$ cat src/rtl/nco_sweep_ctrl.sv
// nco_sweep_ctrl
// Sequences the NCO phase increment through stepped frequency sweeps
// (single ramp, repeating sawtooth, repeating triangle). It also marks the
// NCO output samples that belong to a settled step, using the NCO's fixed
// pipeline latency.
//
// Ports
//   clk, reset          system clock, synchronous active-high reset
//   cfg_start_inc       first phase increment (unsigned)
//   cfg_stop_inc        last phase increment (unsigned)
//   cfg_step            increment step magnitude (unsigned)
//   cfg_dwell           valid samples per step (0 behaves as 1)
//   cfg_mode            0 ramp, 1 sawtooth, 2 triangle, 3 as 0
//   start, abort        one-cycle control pulses
//   nco_out_valid       NCO output-valid strobe
//   nco_clken           NCO clock enable
//   nco_phi_inc         NCO phase increment
//   nco_freq_mod        NCO frequency modulation (always zero)
//   sample_valid        current NCO sample is settled and belongs to this step
//   step_first          first sample_valid of each step
//   busy                sweep in progress
//   done                one-cycle pulse when a ramp sweep completes
module nco_sweep_ctrl #(
    parameter int APR = 32,
    parameter int DWW = 16,
    parameter int LAT = 10
) (
    input  logic           clk,
    input  logic           reset,
    input  logic [APR-1:0] cfg_start_inc,
    input  logic [APR-1:0] cfg_stop_inc,
    input  logic [APR-1:0] cfg_step,
    input  logic [DWW-1:0] cfg_dwell,
    input  logic [1:0]     cfg_mode,
    input  logic           start,
    input  logic           abort,
    input  logic           nco_out_valid,
    output logic           nco_clken,
    output logic [APR-1:0] nco_phi_inc,
    output logic [APR-1:0] nco_freq_mod,
    output logic           sample_valid,
    output logic           step_first,
    output logic           busy,
    output logic           done
);
    localparam int SCW = (LAT < 1) ? 1 : $clog2(LAT + 1);
    localparam logic [SCW-1:0] SETTLE_LOAD = SCW'(LAT);

    typedef enum logic [1:0] {S_IDLE, S_SETTLE, S_DWELL} state_t;

    state_t         state_reg, state_next;
    logic [APR-1:0] phi_reg, phi_next;
    logic [APR-1:0] start_sh_reg, start_sh_next;
    logic [APR-1:0] stop_sh_reg, stop_sh_next;
    logic [APR-1:0] step_sh_reg, step_sh_next;
    logic [DWW-1:0] dwell_sh_reg, dwell_sh_next;
    logic [1:0]     mode_sh_reg, mode_sh_next;
    logic           dir_up_reg, dir_up_next;
    logic           clken_reg, clken_next;
    logic           busy_reg, busy_next;
    logic           done_reg, done_next;
    logic [SCW-1:0] settle_cnt_reg, settle_cnt_next;
    logic [DWW-1:0] dwell_cnt_reg, dwell_cnt_next;

    logic           step_end;
    logic [APR-1:0] nxt_inc;
    logic           nxt_dir_up;
    logic           finish;

    // Add in APR+1 bits; a carry or reaching the limit clamps to the limit.
    function automatic logic [APR-1:0] step_up(input logic [APR-1:0] base,
                                               input logic [APR-1:0] step,
                                               input logic [APR-1:0] limit);
        logic [APR:0] sum;
        sum = {1'b0, base} + {1'b0, step};
        if (sum[APR] || (sum[APR-1:0] >= limit))
            return limit;
        return sum[APR-1:0];
    endfunction

    // Subtract in APR+1 bits; a borrow or reaching the floor clamps to the floor.
    function automatic logic [APR-1:0] step_down(input logic [APR-1:0] base,
                                                 input logic [APR-1:0] step,
                                                 input logic [APR-1:0] floor);
        logic [APR:0] diff;
        diff = {1'b0, base} - {1'b0, step};
        if (diff[APR] || (diff[APR-1:0] <= floor))
            return floor;
        return diff[APR-1:0];
    endfunction

    assign sample_valid = (state_reg == S_DWELL) && nco_out_valid;
    assign step_first   = sample_valid && (dwell_cnt_reg == '0);
    assign step_end     = sample_valid && (dwell_cnt_reg == dwell_sh_reg - DWW'(1));

    assign nco_clken    = clken_reg;
    assign nco_phi_inc  = phi_reg;
    assign nco_freq_mod = '0;
    assign busy         = busy_reg;
    assign done         = done_reg;

    // Increment to use after the current step, plus direction and completion.
    always_comb begin
        nxt_inc    = phi_reg;
        nxt_dir_up = dir_up_reg;
        finish     = 1'b0;
        if (dir_up_reg) begin
            // phi >= stop also covers stop <= start, where start is the only step
            if (phi_reg >= stop_sh_reg) begin
                case (mode_sh_reg)
                    2'd1: nxt_inc = start_sh_reg;
                    2'd2: begin
                        if (stop_sh_reg <= start_sh_reg) begin
                            nxt_inc = start_sh_reg;
                        end else begin
                            nxt_dir_up = 1'b0;
                            nxt_inc    = step_down(stop_sh_reg, step_sh_reg, start_sh_reg);
                        end
                    end
                    default: finish = 1'b1;
                endcase
            end else begin
                nxt_inc = step_up(phi_reg, step_sh_reg, stop_sh_reg);
            end
        end else begin
            if (phi_reg <= start_sh_reg) begin
                nxt_dir_up = 1'b1;
                nxt_inc    = step_up(start_sh_reg, step_sh_reg, stop_sh_reg);
            end else begin
                nxt_inc = step_down(phi_reg, step_sh_reg, start_sh_reg);
            end
        end
    end

    always_comb begin
        state_next      = state_reg;
        phi_next        = phi_reg;
        start_sh_next   = start_sh_reg;
        stop_sh_next    = stop_sh_reg;
        step_sh_next    = step_sh_reg;
        dwell_sh_next   = dwell_sh_reg;
        mode_sh_next    = mode_sh_reg;
        dir_up_next     = dir_up_reg;
        clken_next      = clken_reg;
        busy_next       = busy_reg;
        done_next       = 1'b0;
        settle_cnt_next = settle_cnt_reg;
        dwell_cnt_next  = dwell_cnt_reg;

        case (state_reg)
            S_IDLE: begin
                if (start && !abort) begin
                    start_sh_next   = cfg_start_inc;
                    stop_sh_next    = cfg_stop_inc;
                    step_sh_next    = cfg_step;
                    dwell_sh_next   = (cfg_dwell == '0) ? DWW'(1) : cfg_dwell;
                    mode_sh_next    = cfg_mode;
                    dir_up_next     = 1'b1;
                    phi_next        = cfg_start_inc;
                    clken_next      = 1'b1;
                    busy_next       = 1'b1;
                    settle_cnt_next = SETTLE_LOAD;
                    dwell_cnt_next  = '0;
                    state_next      = S_SETTLE;
                end
            end
            S_SETTLE: begin
                if (abort) begin
                    clken_next = 1'b0;
                    busy_next  = 1'b0;
                    state_next = S_IDLE;
                end else if (settle_cnt_reg <= SCW'(1)) begin
                    settle_cnt_next = '0;
                    state_next      = S_DWELL;
                end else begin
                    settle_cnt_next = settle_cnt_reg - SCW'(1);
                end
            end
            S_DWELL: begin
                if (abort) begin
                    clken_next = 1'b0;
                    busy_next  = 1'b0;
                    state_next = S_IDLE;
                end else if (step_end) begin
                    dwell_cnt_next = '0;
                    if (finish) begin
                        clken_next = 1'b0;
                        busy_next  = 1'b0;
                        done_next  = 1'b1;
                        state_next = S_IDLE;
                    end else begin
                        phi_next        = nxt_inc;
                        dir_up_next     = nxt_dir_up;
                        settle_cnt_next = SETTLE_LOAD;
                        state_next      = S_SETTLE;
                    end
                end else if (sample_valid) begin
                    dwell_cnt_next = dwell_cnt_reg + DWW'(1);
                end
            end
            default: state_next = S_IDLE;
        endcase
    end

    always_ff @(posedge clk) begin
        if (reset) begin
            state_reg      <= S_IDLE;
            phi_reg        <= '0;
            start_sh_reg   <= '0;
            stop_sh_reg    <= '0;
            step_sh_reg    <= '0;
            dwell_sh_reg   <= DWW'(1);
            mode_sh_reg    <= '0;
            dir_up_reg     <= 1'b1;
            clken_reg      <= 1'b0;
            busy_reg       <= 1'b0;
            done_reg       <= 1'b0;
            settle_cnt_reg <= '0;
            dwell_cnt_reg  <= '0;
        end else begin
            state_reg      <= state_next;
            phi_reg        <= phi_next;
            start_sh_reg   <= start_sh_next;
            stop_sh_reg    <= stop_sh_next;
            step_sh_reg    <= step_sh_next;
            dwell_sh_reg   <= dwell_sh_next;
            mode_sh_reg    <= mode_sh_next;
            dir_up_reg     <= dir_up_next;
            clken_reg      <= clken_next;
            busy_reg       <= busy_next;
            done_reg       <= done_next;
            settle_cnt_reg <= settle_cnt_next;
            dwell_cnt_reg  <= dwell_cnt_next;
        end
    end
endmodule

$ cat config.mk
export PLATFORM = sky130hd
export DESIGN_NAME = nco_sweep_ctrl
export DESIGN_NICKNAME = d
export VERILOG_FILES = /design/src/rtl/nco_sweep_ctrl.sv
export SDC_FILE = /design/constraint.sdc
export NUM_CORES = 1
export LEC_CHECK = 0
export BUFFER_PORTS_ARGS = -buffer_cell sky130_fd_sc_hd__buf_2
export CORE_ASPECT_RATIO = 0.75
export CORE_MARGIN = 3
export CORE_UTILIZATION = 47
export DETAILED_ROUTE_END_ITERATION = 7
export PLACE_DENSITY = 0.65
export SLEW_MARGIN = 15
export SYNTH_ARGS = -nofsm -noshare
export SYNTH_HDL_FRONTEND = slang
export SYNTH_SLANG_ARGS = --single-unit
$ cat constraint.sdc
create_clock -name clk -period 7 [get_ports clk]
set_input_delay 0.35 -clock clk [delete_from_list [all_inputs] [get_ports clk]]
set_output_delay 0.35 -clock clk [all_outputs]
set_load 0.005 [all_outputs]
==> run metrics <==
Placer Congestion=between 1 and 1.5; Netlist Area Pre-Place=between 20000 and 25000 µm²; most used flip-flop cell after synthesis=dfxtp_1; die area=48600 µm²; status=completed; dpl hpwl=83.8 mm; Skew-Pair Late Insertion Delay=~0.50 ns; largest net degree at the start of global routing=roughly 110; fin crit share=0.985; crit-path cells=inv_1, ha_1, nand3_1, nor2_1, nand4_1, a21oi_1, nor2_1, o21ai_0, a311oi_1, xnor2_1, ha_1, and2_0, a221o_1, a221oi_1, o31ai_1, o221ai_1, a21oi_2, a211oi_1, a211oi_1, o41a_1; Synth warnings=0; PnR worst setup slack=0.103 ns; Total Wirelength=between 100 and 150 mm; Leakage=slightly above 10 nW; Fill cells=about 4400; CTS clk-pin slew, worst paths=0.10 ns; Slew HR=0.110; cts bufs inserted=17; Die W=around 250 µm; Synth Area per Inst=between 7 and 8 µm²; Core Rows=67; switching part of the total=0.546; EDFF count, synth=0; Slew Viols, Final=0; final hold slack=0.0858 ns; Post-DP Area=23200 µm²; fin cells=roughly 3700; CP bufs+invs=1; Peak VDD IR=approximately 0.24 mV; maximum capacitance violations=0; Worst Tran Pin Value=approximately 1.3 ns; DRC=0; Hold Buf Count CTS=0; max incr delay on CP=around 0.56 ns; final setup vio count=0; initial core utilization=0.479; clk_skew=0.0281 ns; CP Max Fanout=11; required time worst endpoint=approximately 7.4 ns; vias in the first global route=around 22000; final core utilization=0.532; Iter 0 DRT Violations=~3400; Setup crit end kind=flop; drt wl/cell=28.4 µm; # placed instances=roughly 3600; core outline area=45000 µm²; crit path DAT=around 7.3 ns; Seq/Total Area, Yosys=0.159; post-placement setup slack=-0.312 ns; Comb pwr share=0.692; CTS sink cnt=between 150 and 200; Async SR Flop Fraction=0; P_sw=between 4 and 5 mW; area grow syn2layout=11.0%; DR vias=24500; gr usage total=0.418; CTS tree=yes; final std cell area, no fill=around 24000 µm²; delay-heaviest family, CP=compound AO/OA/AOI/OAI gates; Hold Crit Class=input pin to flop; RSZ-0062 raised after global routing=false; setup tns final=0 ns; Startpoint Class=flop; DRT Pass-1 Iters=6; Post-Synthesis Cells=a little under 3000; CTS Root Cell=clkbuf_16; first-pass GRT wire length=between 100 and 150 mm; nets=about 3600; chip height=192 µm; htree depth=4; Port Buffers=roughly 160; sequential share of power=0.163; PwrDens=slightly above 300 nW/µm²; antenna viol nets, final=0; total congestion overflow=0; synth unique cells=90; count of state elements after synthesis=approximately 170; Internal=about 3.4 mW; endpoints failing hold=0; # IOs=roughly 190; crit path max-delay cell type=ha_1; max frequency=145 MHz; Sequential Area=about 3400 µm²; initial antenna violation count=4; post-layout minimum cycle time=just under 7 ns; area of the multi-input gates=roughly 17000 µm²; Tot Pwr=around 7.4 mW; kind of critical path=flop to flop; Clock Path Buffers=2; via-per-instance ratio=6.64; clock share of power=0.145; share of cells above drive strength 1=0.113
==> cells in the final DEF, fill, tap and decap left out, types with 17 or more instances in the layout <==
cell,instances
a211oi_1,59
a21o_1,49
a21oi_1,331
a31oi_1,28
and3_1,18
buf_2,154
buf_4,100
clkbuf_16,17
conb_1,32
dfxtp_1,171
ha_1,362
inv_1,161
mux2i_1,52
nand2_1,406
nand2b_1,25
nand3_1,64
nand4_1,59
nor2_1,182
nor2b_1,33
nor3_1,61
nor4_1,27
o211ai_1,32
o21a_1,26
o21ai_0,146
o221ai_1,17
o31ai_1,24
or3_1,18
or4_1,17
xnor2_1,100
xor2_1,38
==> layout make-up <==
class | instances | area share
well taps | 586 | 0.0306
clock inverters | 15 | 0.00794
repair buffers | 259 | 0.0673
inverters | 163 | 0.0255
clock buffers | 17 | 0.0178
diodes | 2 | 0.000209
flip-flops and latches | 171 | 0.143
multi-input cells | 2468 | 0.708
==> power by group through the flow <==
stage                     registers (mW)  logic (mW)  clock network [mW]
final                               1.20        5.11                1.07
after floorplan                     1.16        2.93                   0
after CTS                           1.19        4.76                1.08
after global placement              1.21        4.71                   0
after global routing                1.21        5.35                1.11
after detailed placement            1.21        4.73                   0
==> routing by layer <==
metal | wire length [µm] | track usage | vias to the layer above | part of all wire
met1 | 45900 | 0.587 | 11700 | 0.44
li1 | - | - | 11000 | -
met2 | 40800 | 0.584 | 1541 | 0.39
met3 | 14300 | 0.157 | 235 | 0.14
met4 | 3560 | 0.133 | 6 | 0.034
met5 | 42 | 0 | - | 0.00040
==> cells by family after synthesis <==
kind of cell / Yosys count / share of synthesized area
compound gates: 891 / 0.265
xor+xnor: 138 / 0.0560
fa+ha+maj: 367 / 0.214
buf+inv: 333 / 0.0645
flops: 171 / 0.159
mux: 59 / 0.0278
other cells: 1 / 0.000174
simple gates: 980 / 0.214
==> worst reg2reg max path, delay by kind of cell, from the launching register on <==
kind	cells	cell delay, ns
adders and majority gates	2	0.88
buffers and inverters	1	0.10
AOI/OAI and AO/OA	11	3.95
and+or+nand+nor	5	1.09
DFF	1	0.42
xor gates and xnor gates	1	0.36
==> synthesized netlist by cell type (11+ instances only) <==
| library cell | instances | area, µm² |
|---|---|---|
| a211oi_1 | 59 | 443 |
| a21o_1 | 49 | 368 |
| nand2_1 | 407 | 1530 |
| inv_1 | 161 | 604 |
| o221ai_1 | 17 | 149 |
| mux2i_1 | 52 | 521 |
| buf_4 | 36 | 270 |
| dfxtp_1 | 171 | 3420 |
| o21bai_1 | 16 | 120 |
| a21oi_1 | 333 | 1670 |
| clkbuf_1 | 119 | 447 |
| nor4_1 | 29 | 181 |
| or4_1 | 17 | 128 |
| a221oi_1 | 12 | 105 |
| o31ai_1 | 24 | 180 |
| and3_1 | 18 | 113 |
| o21ai_0 | 146 | 731 |
| nor2b_1 | 33 | 206 |
| xor2_1 | 38 | 333 |
| nand3_1 | 64 | 320 |
| nand2b_1 | 25 | 156 |
| a31oi_1 | 28 | 175 |
| ha_1 | 363 | 4540 |
| xnor2_1 | 100 | 876 |
| o211ai_1 | 32 | 240 |
| nand4_1 | 59 | 369 |
| a2111oi_0 | 15 | 131 |
| nor2_1 | 184 | 691 |
| and2_1 | 11 | 68.8 |
| o21a_1 | 26 | 195 |
| nor3_1 | 62 | 310 |
| o31a_1 | 11 | 96.3 |
| or3_1 | 18 | 113 |
==> final timing paths <==
path,to,slack (ns),start,depth (start not counted)
worst max-delay path,nco_phi_inc[28]$_SDFFE_PP0P_,0.10,step_sh_reg[13]$_SDFFE_PP0P_,20
worst min register to register,start_sh_reg[23]$_SDFFE_PP0P_,0.48,start_sh_reg[23]$_SDFFE_PP0P_,2
worst min-delay path,start_sh_reg[4]$_SDFFE_PP0P_,0.09,cfg_start_inc[4],3
worst max register to register,nco_phi_inc[28]$_SDFFE_PP0P_,0.10,step_sh_reg[13]$_SDFFE_PP0P_,20
==> what timing repair did <==
| action | in CTS | in global routing |
|---|---|---|
| setup endpoints to repair | 23 | 30 |
| pin swaps | 0 | 0 |
| buffers inserted | 0 | 6 |
| endpoints found under the hold margin | 0 | 0 |
| gates cloned | 0 | 1 |
| resized for setup | 2 | 4 |
Power figures use the tool's default switching activity.
